## src/rtl/ins_check_pkg.sv

```systemverilog
// Shared types and default opcodes for the instruction-check stage.
// Holds the FSM state enum, control sub-op enum and opcode constants.
package ins_check_pkg;

  typedef enum logic [1:0] {
    IDLE,
    RUN,
    STOPPED,
    ENDED
  } state_t;

  typedef enum logic [1:0] {
    SUB_END   = 2'b00,
    SUB_RSVD  = 2'b01,
    SUB_START = 2'b10,
    SUB_STOP  = 2'b11
  } subop_t;

  localparam logic [5:0] CTRL_OPC_DEF = 6'b111111;
  localparam logic [5:0] JUMP_OPC_DEF = 6'b101010;

endpackage

```

## src/rtl/ins_check_fifo.sv

```systemverilog
// Synchronous FIFO buffering words toward the CU; flush empties it.
// Ports: clock, reset (async active-low), push/pop/flush, data in/out, full/empty.
module ins_check_fifo
  import ins_check_pkg::*;
#(
  parameter int DEPTH = 4,
  parameter int WIDTH = 32
) (
  input  logic             clock,
  input  logic             reset,
  input  logic             push_in,
  input  logic             pop_in,
  input  logic             flush_in,
  input  logic [WIDTH-1:0] data_in,
  output logic [WIDTH-1:0] data_out,
  output logic             full_out,
  output logic             empty_out
);

  localparam int AW = $clog2(DEPTH);

  logic [WIDTH-1:0] mem_q [DEPTH];
  logic [AW-1:0]    wr_ptr_q, wr_ptr_d;
  logic [AW-1:0]    rd_ptr_q, rd_ptr_d;
  logic [AW:0]      cnt_q, cnt_d;
  logic             do_push, do_pop;

  assign full_out  = cnt_q == (AW+1)'(DEPTH);
  assign empty_out = cnt_q == '0;
  assign data_out  = mem_q[rd_ptr_q];
  assign do_push   = push_in & ~full_out;
  assign do_pop    = pop_in & ~empty_out;

  always_comb begin
    wr_ptr_d = wr_ptr_q;
    rd_ptr_d = rd_ptr_q;
    cnt_d    = cnt_q;
    if (flush_in) begin
      wr_ptr_d = '0;
      rd_ptr_d = '0;
      cnt_d    = '0;
    end else begin
      if (do_push) wr_ptr_d = wr_ptr_q + AW'(1);
      if (do_pop)  rd_ptr_d = rd_ptr_q + AW'(1);
      case ({do_push, do_pop})
        2'b10:   cnt_d = cnt_q + (AW+1)'(1);
        2'b01:   cnt_d = cnt_q - (AW+1)'(1);
        default: cnt_d = cnt_q;
      endcase
    end
  end

  always_ff @(posedge clock or negedge reset) begin
    if (!reset) begin
      wr_ptr_q <= '0;
      rd_ptr_q <= '0;
      cnt_q    <= '0;
    end else begin
      wr_ptr_q <= wr_ptr_d;
      rd_ptr_q <= rd_ptr_d;
      cnt_q    <= cnt_d;
    end
  end

  always_ff @(posedge clock) begin
    if (do_push && !flush_in) mem_q[wr_ptr_q] <= data_in;
  end

endmodule

```

## src/rtl/ins_check_stage.sv

```systemverilog
// Instruction-check stage: classifies words, runs the START/STOP/END FSM,
// buffers normal/jump words toward the CU and holds jump redirects.
// Ports: clock/reset, ins_* handshakes, flush_in, signal/strobe, pc/cu/jump/drop.
// ICHK_PERF_CNT_EN adds ins_count_out and jump_count_out.
module ins_check_stage
  import ins_check_pkg::*;
#(
  parameter int         BUS_WIDTH  = 32,
  parameter int         SIG_WIDTH  = 19,
  parameter logic [5:0] CTRL_OPC   = CTRL_OPC_DEF,
  parameter logic [5:0] JUMP_OPC   = JUMP_OPC_DEF,
  parameter int         JUMP_HOLD  = 3,
  parameter int         FIFO_DEPTH = 4
) (
  input  logic                 clock,
  input  logic                 reset,
  input  logic [BUS_WIDTH-1:0] ins_in,
  input  logic                 ins_valid_in,
  output logic                 ins_ready_out,
  input  logic                 flush_in,
  output logic [BUS_WIDTH-1:0] ins_out,
  output logic                 ins_valid_out,
  input  logic                 ins_ready_in,
  output logic [SIG_WIDTH-1:0] signal_out,
  output logic                 communication_enable_out,
  output logic                 pc_choice_out,
  output logic                 cu_enable_out,
  output logic                 jump_out,
`ifdef ICHK_PERF_CNT_EN
  output logic [15:0]          ins_count_out,
  output logic [15:0]          jump_count_out,
`endif
  output logic                 drop_out
);

  localparam int HW = $clog2(JUMP_HOLD + 1);

  state_t         state_q, state_d;
  logic [SIG_WIDTH-1:0] sig_q, sig_d;
  logic           pc_q, pc_d;
  logic           cu_q, cu_d;
  logic           comm_q, comm_d;
  logic           drop_q, drop_d;
  logic [HW-1:0]  hold_q, hold_d;

  logic [5:0]     opc;
  subop_t         subop;
  logic           is_ctrl, is_jump, run;
  logic           accept, acc_ctrl, acc_run, acc_drop;
  logic           jump_busy, full, empty;
  logic           push, pop, fifo_flush;

  assign opc       = ins_in[BUS_WIDTH-1 -: 6];
  assign subop     = subop_t'(ins_in[BUS_WIDTH-7 -: 2]);
  assign is_ctrl   = opc == CTRL_OPC;
  assign is_jump   = opc == JUMP_OPC;
  assign run       = state_q == RUN;
  assign jump_busy = hold_q != '0;

  assign ins_ready_out = ~full & ~jump_busy & ~flush_in;
  assign accept        = ins_valid_in & ins_ready_out;
  assign acc_ctrl      = accept & is_ctrl;
  assign acc_run       = accept & ~is_ctrl & run;
  assign acc_drop      = accept & ~is_ctrl & ~run;

  // Buffered words are held back while STOPPED; other non-RUN
  // states always have an empty FIFO.
  assign ins_valid_out = ~empty & run;
  assign push          = acc_run;
  assign pop           = ins_valid_out & ins_ready_in;
  assign fifo_flush    = flush_in | (acc_ctrl & (subop == SUB_END));

  ins_check_fifo #(
    .DEPTH (FIFO_DEPTH),
    .WIDTH (BUS_WIDTH)
  ) u_fifo (
    .clock     (clock),
    .reset     (reset),
    .push_in   (push),
    .pop_in    (pop),
    .flush_in  (fifo_flush),
    .data_in   (ins_in),
    .data_out  (ins_out),
    .full_out  (full),
    .empty_out (empty)
  );

  always_comb begin
    state_d = state_q;
    sig_d   = sig_q;
    pc_d    = pc_q;
    cu_d    = cu_q;
    comm_d  = 1'b0;
    drop_d  = 1'b0;
    hold_d  = jump_busy ? hold_q - HW'(1) : hold_q;
    unique case (1'b1)
      acc_ctrl: begin
        unique case (subop)
          SUB_START: begin
            state_d = RUN;
            pc_d    = 1'b0;
            // Resume CU when STOP left words behind.
            if (!empty) cu_d = 1'b1;
          end
          SUB_STOP: begin
            if (run) begin
              state_d = STOPPED;
              cu_d    = 1'b0;
            end
          end
          SUB_END: begin
            state_d = ENDED;
            cu_d    = 1'b0;
            pc_d    = 1'b1;
          end
          default: ;
        endcase
        if (subop != SUB_RSVD) begin
          sig_d  = ins_in[BUS_WIDTH-7 -: SIG_WIDTH];
          comm_d = 1'b1;
        end
      end
      acc_run: begin
        cu_d = 1'b1;
        if (is_jump) hold_d = HW'(JUMP_HOLD);
      end
      acc_drop: drop_d = 1'b1;
      default: ;
    endcase
    if (flush_in) hold_d = '0;
  end

  always_ff @(posedge clock or negedge reset) begin
    if (!reset) begin
      state_q <= IDLE;
      sig_q   <= '0;
      pc_q    <= 1'b1;
      cu_q    <= 1'b0;
      comm_q  <= 1'b0;
      drop_q  <= 1'b0;
      hold_q  <= '0;
    end else begin
      state_q <= state_d;
      sig_q   <= sig_d;
      pc_q    <= pc_d;
      cu_q    <= cu_d;
      comm_q  <= comm_d;
      drop_q  <= drop_d;
      hold_q  <= hold_d;
    end
  end

  assign signal_out               = sig_q;
  assign communication_enable_out = comm_q;
  assign pc_choice_out            = pc_q;
  assign cu_enable_out            = cu_q;
  assign jump_out                 = jump_busy;
  assign drop_out                 = drop_q;

`ifdef ICHK_PERF_CNT_EN
  logic [15:0] ins_cnt_q, ins_cnt_d;
  logic [15:0] jmp_cnt_q, jmp_cnt_d;
  logic        cnt_clr;

  assign cnt_clr = acc_ctrl & (subop == SUB_END);

  always_comb begin
    ins_cnt_d = ins_cnt_q;
    jmp_cnt_d = jmp_cnt_q;
    if (cnt_clr) begin
      ins_cnt_d = '0;
      jmp_cnt_d = '0;
    end else begin
      if (push && ins_cnt_q != 16'hFFFF)
        ins_cnt_d = ins_cnt_q + 16'd1;
      if (acc_run && is_jump && jmp_cnt_q != 16'hFFFF)
        jmp_cnt_d = jmp_cnt_q + 16'd1;
    end
  end

  always_ff @(posedge clock or negedge reset) begin
    if (!reset) begin
      ins_cnt_q <= '0;
      jmp_cnt_q <= '0;
    end else begin
      ins_cnt_q <= ins_cnt_d;
      jmp_cnt_q <= jmp_cnt_d;
    end
  end

  assign ins_count_out  = ins_cnt_q;
  assign jump_count_out = jmp_cnt_q;
`endif

endmodule

```

## config.mk

```make
export PLATFORM = sky130hd
export DESIGN_NAME = ins_check_stage
export DESIGN_NICKNAME = d
export VERILOG_FILES = /design/src/rtl/ins_check_pkg.sv /design/src/rtl/ins_check_fifo.sv /design/src/rtl/ins_check_stage.sv
export SDC_FILE = /design/constraint.sdc
export NUM_CORES = 1
export LEC_CHECK = 0
export ABC_AREA = 1
export ABC_CLOCK_PERIOD_IN_PS = 3100
export BUFFER_PORTS_ARGS = -buffer_cell sky130_fd_sc_hd__buf_2
export CELL_PAD_IN_SITES_DETAIL_PLACEMENT = 0
export CELL_PAD_IN_SITES_GLOBAL_PLACEMENT = 1
export CORE_AREA = 3 3 131 133
export CTS_CLUSTER_SIZE = 10
export DETAILED_ROUTE_END_ITERATION = 7
export DIE_AREA = 0 0 134 136
export GPL_ROUTABILITY_DRIVEN = 0
export PLACE_DENSITY = 0.84
export SLEW_MARGIN = 10
export SYNTH_ARGS = -nofsm -noshare
export SYNTH_HDL_FRONTEND = slang
export SYNTH_HIERARCHICAL = 1
export SYNTH_SLANG_ARGS = --single-unit
export TNS_END_PERCENT = 20
```

## constraint.sdc

```tcl
create_clock -name clock -period 3.1 [get_ports clock]
set_clock_uncertainty 0.05 [all_clocks]
set_input_delay 0.62 -clock clock [delete_from_list [all_inputs] [get_ports clock]]
set_output_delay 0.62 -clock clock [all_outputs]
set_load 0.05 [all_outputs]
```

# Word-level counts from Yosys, hierarchy flattened

Memories as Yosys holds them, arrays and structs flattened.
Index checks and enable logic that the tools add are counted.
Widths: inputs -> output; s select.

Register bits: 34
Bits in latches: 0
Bits in writable memories: 128
ROM bits: 0
Input bits: 37
Output and inout port bits: 58
Word-level logic and storage cells: 85
Memories kept: 1

Memories:

| memory       | depth | width | rd ports | clocked after memory_dff | wr ports | RTL line             | RTL |
|---|---|---|---|---|---|---|---|
| u_fifo.mem_q | 4     | 32    | 1        | 0                        | 1        | ins_check_fifo.sv:22 | `logic [WIDTH-1:0] mem_q [DEPTH];` |

Add/sub/neg operators: 5
Multipliers: 0
Divide/modulo/power cells: 0
Magnitude comparators: 0
Equality and inequality tests: 13
Shifts and indexed selects: 0
Muxes and demuxes: 22
Bitwise operators: 19
Reduce and logical (&&, ||, !) cells: 15

Operators with widths:

| operator            | number |
|---|---|
| $mux 2              | 9 |
| $and 1x1->1         | 12 |
| $eq 6x6->1 const B  | 2 |
| $reduce_bool 2->1   | 5 |
| $mux 1              | 7 |
| $eq 2x2->1 const B  | 3 |
| $ne 3x3->1 const B  | 2 |
| $not 1->1           | 6 |
| $pmux 2 s3          | 1 |
| $pmux 3 s2          | 1 |
| $reduce_bool 3->1   | 2 |
| $add 2x1->2 const B | 2 |
| $eq 2x1->1 const B  | 2 |
| $ne 4x1->1 const B  | 1 |
| $pmux 1 s2          | 2 |
| $reduce_and 2->1    | 2 |
| $reduce_and 4->1    | 1 |
| $add 3x1->3 const B | 1 |
| $eq 3x3->1 const B  | 1 |
| $logic_not 3->1     | 1 |
| $mux 3              | 1 |
| $pmux 1 s3          | 1 |
| $reduce_and 3->1    | 1 |
| $sub 3x1->3 const B | 1 |
| other kinds (7)     | 7 |

# Logic depth before layout (Yosys ltp)

Depth in word-level cells: 12
Mapped depth: 17

# Modules after synthesis

Netlist, hierarchy kept.

By module, submodules not included:

| module          | instances | cells an instance | area each (µm²) | sequential area each (µm²) |
|---|---|---|---|---|
| ins_check_fifo  | 1         | 377               | 5243.8          | 4018.9 |
| ins_check_stage | 1         | 155               | 1296.2          | 676.9 |

# Least setup slack after synthesis

Ideal clock, no wire load.

Kind: reg2reg
From: reg u_fifo.cnt_q[0]
To: mem u_fifo.mem_q[0][0], enable pin
Library setup time: 0.421 ns
Data arrival time: 2.828 ns
Required time: 2.629 ns
Path slack: -0.199 ns
Stages on the path, launching flop included: 13
Path buffers: 0
Period minus slack after synthesis: 3.299 ns
Cell sequence: dfrtp_1 nor2_2 nand2_1 inv_1 nor2_2 nand2_1 nor2_1 nand3_1 inv_1 inv_1 a21oi_2 nand2_1 nor2_1

RTL lines:

| element                      | RTL line              | RTL |
|---|---|---|
| start, declared              | ins_check_fifo.sv:25  | `logic [AW:0] cnt_q, cnt_d;` |
| start signal, assigned       | ins_check_fifo.sv:61  | `cnt_q <= cnt_d;` |
| $eq 3x3->1                   | ins_check_fifo.sv:28  | `assign full_out = cnt_q == (AW+1)'(DEPTH);` |
| net full                     | ins_check_stage.sv:50 | `logic jump_busy, full, empty;` |
| $not 1->1                    | ins_check_stage.sv:60 | `assign ins_ready_out = ~full & ~jump_busy & ~flush_in;` |
| $and 1x1->1 (2 in series)    | ins_check_stage.sv:60 |  |
| $and 1x1->1                  | ins_check_stage.sv:61 | `assign accept = ins_valid_in & ins_ready_out;` |
| $and 1x1->1 (2 in series)    | ins_check_stage.sv:63 | `assign acc_run = accept & ~is_ctrl & run;` |
| net acc_run                  | ins_check_stage.sv:49 | `logic accept, acc_ctrl, acc_run, acc_drop;` |
| $and 1x1->1                  | ins_check_fifo.sv:31  | `assign do_push = push_in & ~full_out;` |
| $logic_and 1x1->1            | ins_check_fifo.sv:66  | `if (do_push && !flush_in) mem_q[wr_ptr_q] <= data_in;` |
| $mux 1                       | ins_check_fifo.sv:66  |  |
| $mux 1 (not written as such) | ins_check_fifo.sv:66  |  |
| end, declared                | ins_check_fifo.sv:22  |  |

The timed path passes the listed nets, and every way through them passes these cells.

# Worst setup path after layout

From: reg u_fifo.rd_ptr_q[0]
To: out ins_out[20]

Word-level cells in the longest chain between the ends: 1

Ends and longest elaborated chain:

| element                | RTL line              | RTL |
|---|---|---|
| start, declared        | ins_check_fifo.sv:24  | `logic [AW-1:0] rd_ptr_q, rd_ptr_d;` |
| start signal, assigned | ins_check_fifo.sv:60  | `rd_ptr_q <= rd_ptr_d;` |
| $mem_v2 4x32           | --                    |  |
| end, declared          | ins_check_stage.sv:21 | `output logic [BUS_WIDTH-1:0] ins_out,` |

Every way passes these cells.

==> implementation parameters <==
Parameter                              Value

Clock network
  Number of H-tree levels ... 4
  Clock slew at the register clock pins of the worst setup and hold paths ... 60 ps
  Sinks on the clock net ... 162
  TritonCTS Buffers ... 17
  TritonCTS clock tree ... done
  Post-CTS sizing ... 0
  Clk buf depth ... 2
  Setup fix buffers added after clock tree synthesis ... 0
  Clock insertion delay at the later pin of the skew report ... 420 ps
  Hold buffers post-CTS ... 0
  Root buffer cell ... clkbuf_16

Final layout
  Count of filler cells inserted in the layout ... 1,374
  Antenna diode count ... 0
  Leading cell types in the layout, fill and taps excluded ... edfxtp_1, buf_2, nand2_1, nor2_1, o21ai_0
  Number of nets in the layout ... 682
  Non-Filler Cell Area, Final ... 0.00804 sq mm
  Most common cell after layout, fill and taps aside ... edfxtp_1
  Area growth from synthesis to layout ... 22.9%
  Post-route non-filler standard cell count ... 862
  Fraction of final layout cells with drive strength greater than 1 ... 0.257

Detailed routing
  Via count of the routed design ... 4,385
  Count of TritonRoute iterations in the first routing pass ... 5
  DRC violations left ... 0
  Final antenna-violating net count ... 0
  First-iteration detailed-routing DRC count ... 301
  DR WL/cell ... 17.0 microns
  Via density ... 5.09
  Total Routed Length ... 14.7 mm

Placement
  Count of buffers inserted at the top-level ports ... 94
  Worst slack after detailed placement ... 334 ps
  Post-DP HPWL ... 9.80 mm
  Area post-placement ... 0.00738 sq mm
  Placed Cells ... 831

STA
  Slew at the pin with the worst max-slew slack ... 778 ps
  Setup repair after global routing missed its margin ... no
  Clock period minus worst slack ... 2920 ps
  Final setup violation count ... 0
  Final setup margin ... 177 ps
  Final hold slack ... 229 ps
  Maximum clock frequency ... 342 MHz
  Post-route fraction of the period consumed by the critical path ... 0.943
  Final Hold Fails ... 0
  Final-report max-slew violation count ... 0
  Worst-case headroom to the max-slew limit ... 0.481

Yosys
  Largest cells by area after synthesis ... edfxtp_1, dfrtp_1, nand2_1, nor2_1, o21ai_0
  Synth cell types ... 32
  Cell type contributing the most total cell area after synthesis ... edfxtp_1
  Count of warnings emitted by yosys ... 6
  Synthesized area per cell ... 12.3 sq um
  Sequential fraction of the synthesis area ... 0.718
  Syn Nets ... 580
  Area share of the leading cell type in the synthesized netlist ... 0.588
  Number of synthesized register bits ... 162
  Synth Cell Area ... 0.00654 sq mm
  Cells after Synth ... 532

Setup path
  Critical-path top delay cell ... dfrtp_2
  Critical Path End ... ins_out[20]
  Data required time at the worst endpoint ... 2430 ps
  Setup crit end kind ... primary output
  Max Fanout on Critical Path ... 34
  Startpoint of the worst register-to-register path ... u_fifo/cnt_q[0]$_DFFE_PN0P_
  Critical Path AT ... 2250 ps
  Cells along the critical path ... inv_2 -> buf_4 -> o21ai_0 -> o22ai_1 -> buf_2
  First element of the critical path ... u_fifo/rd_ptr_q[0]$_DFFE_PN0P_
  CP peak stage delay ... 620 ps
  Type of element launching the critical path ... flip-flop
  Setup slack, reg-to-reg ... 450 ps
  Destination of the worst register-to-register timing path ... u_fifo/mem_q[3][29]$_DFFE_PP_
  Category of the most critical setup path ... flip-flop to primary output
  Number of cells traversed by the worst register-to-register path ... 13

Power and ir drop
  Max rail drop VDD ... 0.462 mV
  Lkg Pwr ... 0.00328 uW
  Combinational power share ... 0.080
  Psw ... 1150 uW
  Overall power consumption ... 5150 uW
  Share of total power in sequential cells ... 0.471
  Power density relative to cell area ... 640 mW/mm^2
  Fraction of power spent switching nets ... 0.224
  Clock share of power ... 0.449
  Internal Power ... 4000 uW

GRT
  Via count of the first global-routing pass ... 4,503
  Wire length of the first global-routing pass ... 22.6 mm
  GR Overflow Total ... 0
  Total Routing Usage GR ... 0.162
  Number of antenna violations at the first check in global routing ... 0
  Largest net degree at the start of global routing ... 39

Outcome
  Result of the run ... completed

Run
  Max-cap viol count ... 0

Floorplan
  Standard-cell rows ... 46
  Area enclosed by the die boundary ... 0.0182 sq mm
  Die extent in y ... 136 microns
  Starting density of the core ... 0.410
  Horizontal die dimension ... 134 microns
  Std-Cell Core Area ... 0.0159 sq mm
  IO Pins ... 95

Min path
  Classification of the worst-slack hold path ... input pin to async pin
-- worst min path at each step --
stage	cells after the start	endpoint	slack [ps]	start
3_3_place_gp	2	signal_out[9]$_DFFE_PN0P_	410	signal_out[9]$_DFFE_PN0P_
4_1_cts	1	signal_out[8]$_DFFE_PN0P_	240	reset
6_report	1	communication_enable_out$_DFF_PN0_	230	reset
5_1_grt	1	communication_enable_out$_DFF_PN0_	290	reset
3_5_place_dp	2	signal_out[3]$_DFFE_PN0P_	410	signal_out[3]$_DFFE_PN0P_
2_1_floorplan	0	communication_enable_out$_DFF_PN0_	270	reset
-- Yosys cell counts --
master	number
a21oi_2	2
o22ai_1	32
dfstp_2	1
fa_1	1
nand2_2	5
inv_4	1
nor2_1	77
nor2_4	2
nand2_4	3
dfrtp_1	33
ha_1	10
nand3_2	2
buf_8	1
clkbuf_1	4
nor3_1	1
and3_1	1
buf_6	1
nand4_1	5
nand2_1	83
o21ai_1	29
nor2_2	2
inv_6	1
o21ai_0	41
edfxtp_1	128
xor2_1	1
buf_4	5
a21oi_1	3
o21ai_2	2
nand3_1	8
buf_2	13
inv_1	31
inv_2	3
-- metal layers --
metal / part of all wire / wire (microns) / GRT usage
met1: 0.42 / 6150 / 0.199
met2: 0.51 / 7500 / 0.279
met3: 0.057 / 835 / 0.0374
met4: 0.014 / 208 / 0.0646
met5: 0 / 0 / 0
-- flip-flops by register name (all words and copies together) (netlist names) --
register / flops
signal_out: 19
u_fifo/cnt_q: 3
drop_out: 1
pc_choice_out: 1
state_q: 2
hold_q: 2
communication_enable_out: 1
u_fifo/mem_q: 128
u_fifo/wr_ptr_q: 2
u_fifo/rd_ptr_q: 2
cu_enable_out: 1
-- power groups by stage --
stage,registers (uW),clock network [uW],logic (uW)
after floorplan,2560,0,183
after global placement,2470,0,409
after detailed placement,2470,0,416
after CTS,2420,2360,418
after global routing,2430,2430,449
final,2420,2310,414
-- worst max-delay path, delay by kind of cell (launching register included) --
| family | cells | cell delay (ps) |
|---|---|---|
| buffers and inverters | 3 | 780 |
| flip-flops | 1 | 620 |
| AO/OA/AOI/OAI | 2 | 400 |
-- area by class of cell --
cell class,instances,area (sq um),share of cell area
inverters,36,143,0.0177
repair buffers,107,681,0.0847
clock inverters,14,235,0.0293
multi-input cells,310,1590,0.198
flip-flops and latches,162,4700,0.584
clock buffers,17,425,0.0529
well taps,216,270,0.0336
-- cell families (layout without fill, tap and decap cells) --
| kind of cell | Yosys count | after routing | share of synthesized area |
|---|---|---|---|
| flops | 162 | 162 | 0.718 |
| simple gates | 189 | 189 | 0.123 |
| xor+xnor | 1 | 1 | 0.00134 |
| buf+inv | 60 | 174 | 0.0438 |
| fa+ha+maj | 11 | 11 | 0.0222 |
| compound gates | 109 | 109 | 0.0918 |
-- metrics by stage --
| stage | setup TNS [ps] | util |
|---|---|---|
| floorplan | -25470 | - |
| finish | 0 | 0.504 |
| CTS | 0 | 0.504 |
| global placement | 0 | 0.463 |
| detailed placement | 0 | 0.463 |
| global route | 0 | 0.504 |
Power figures use the tool's default switching activity.
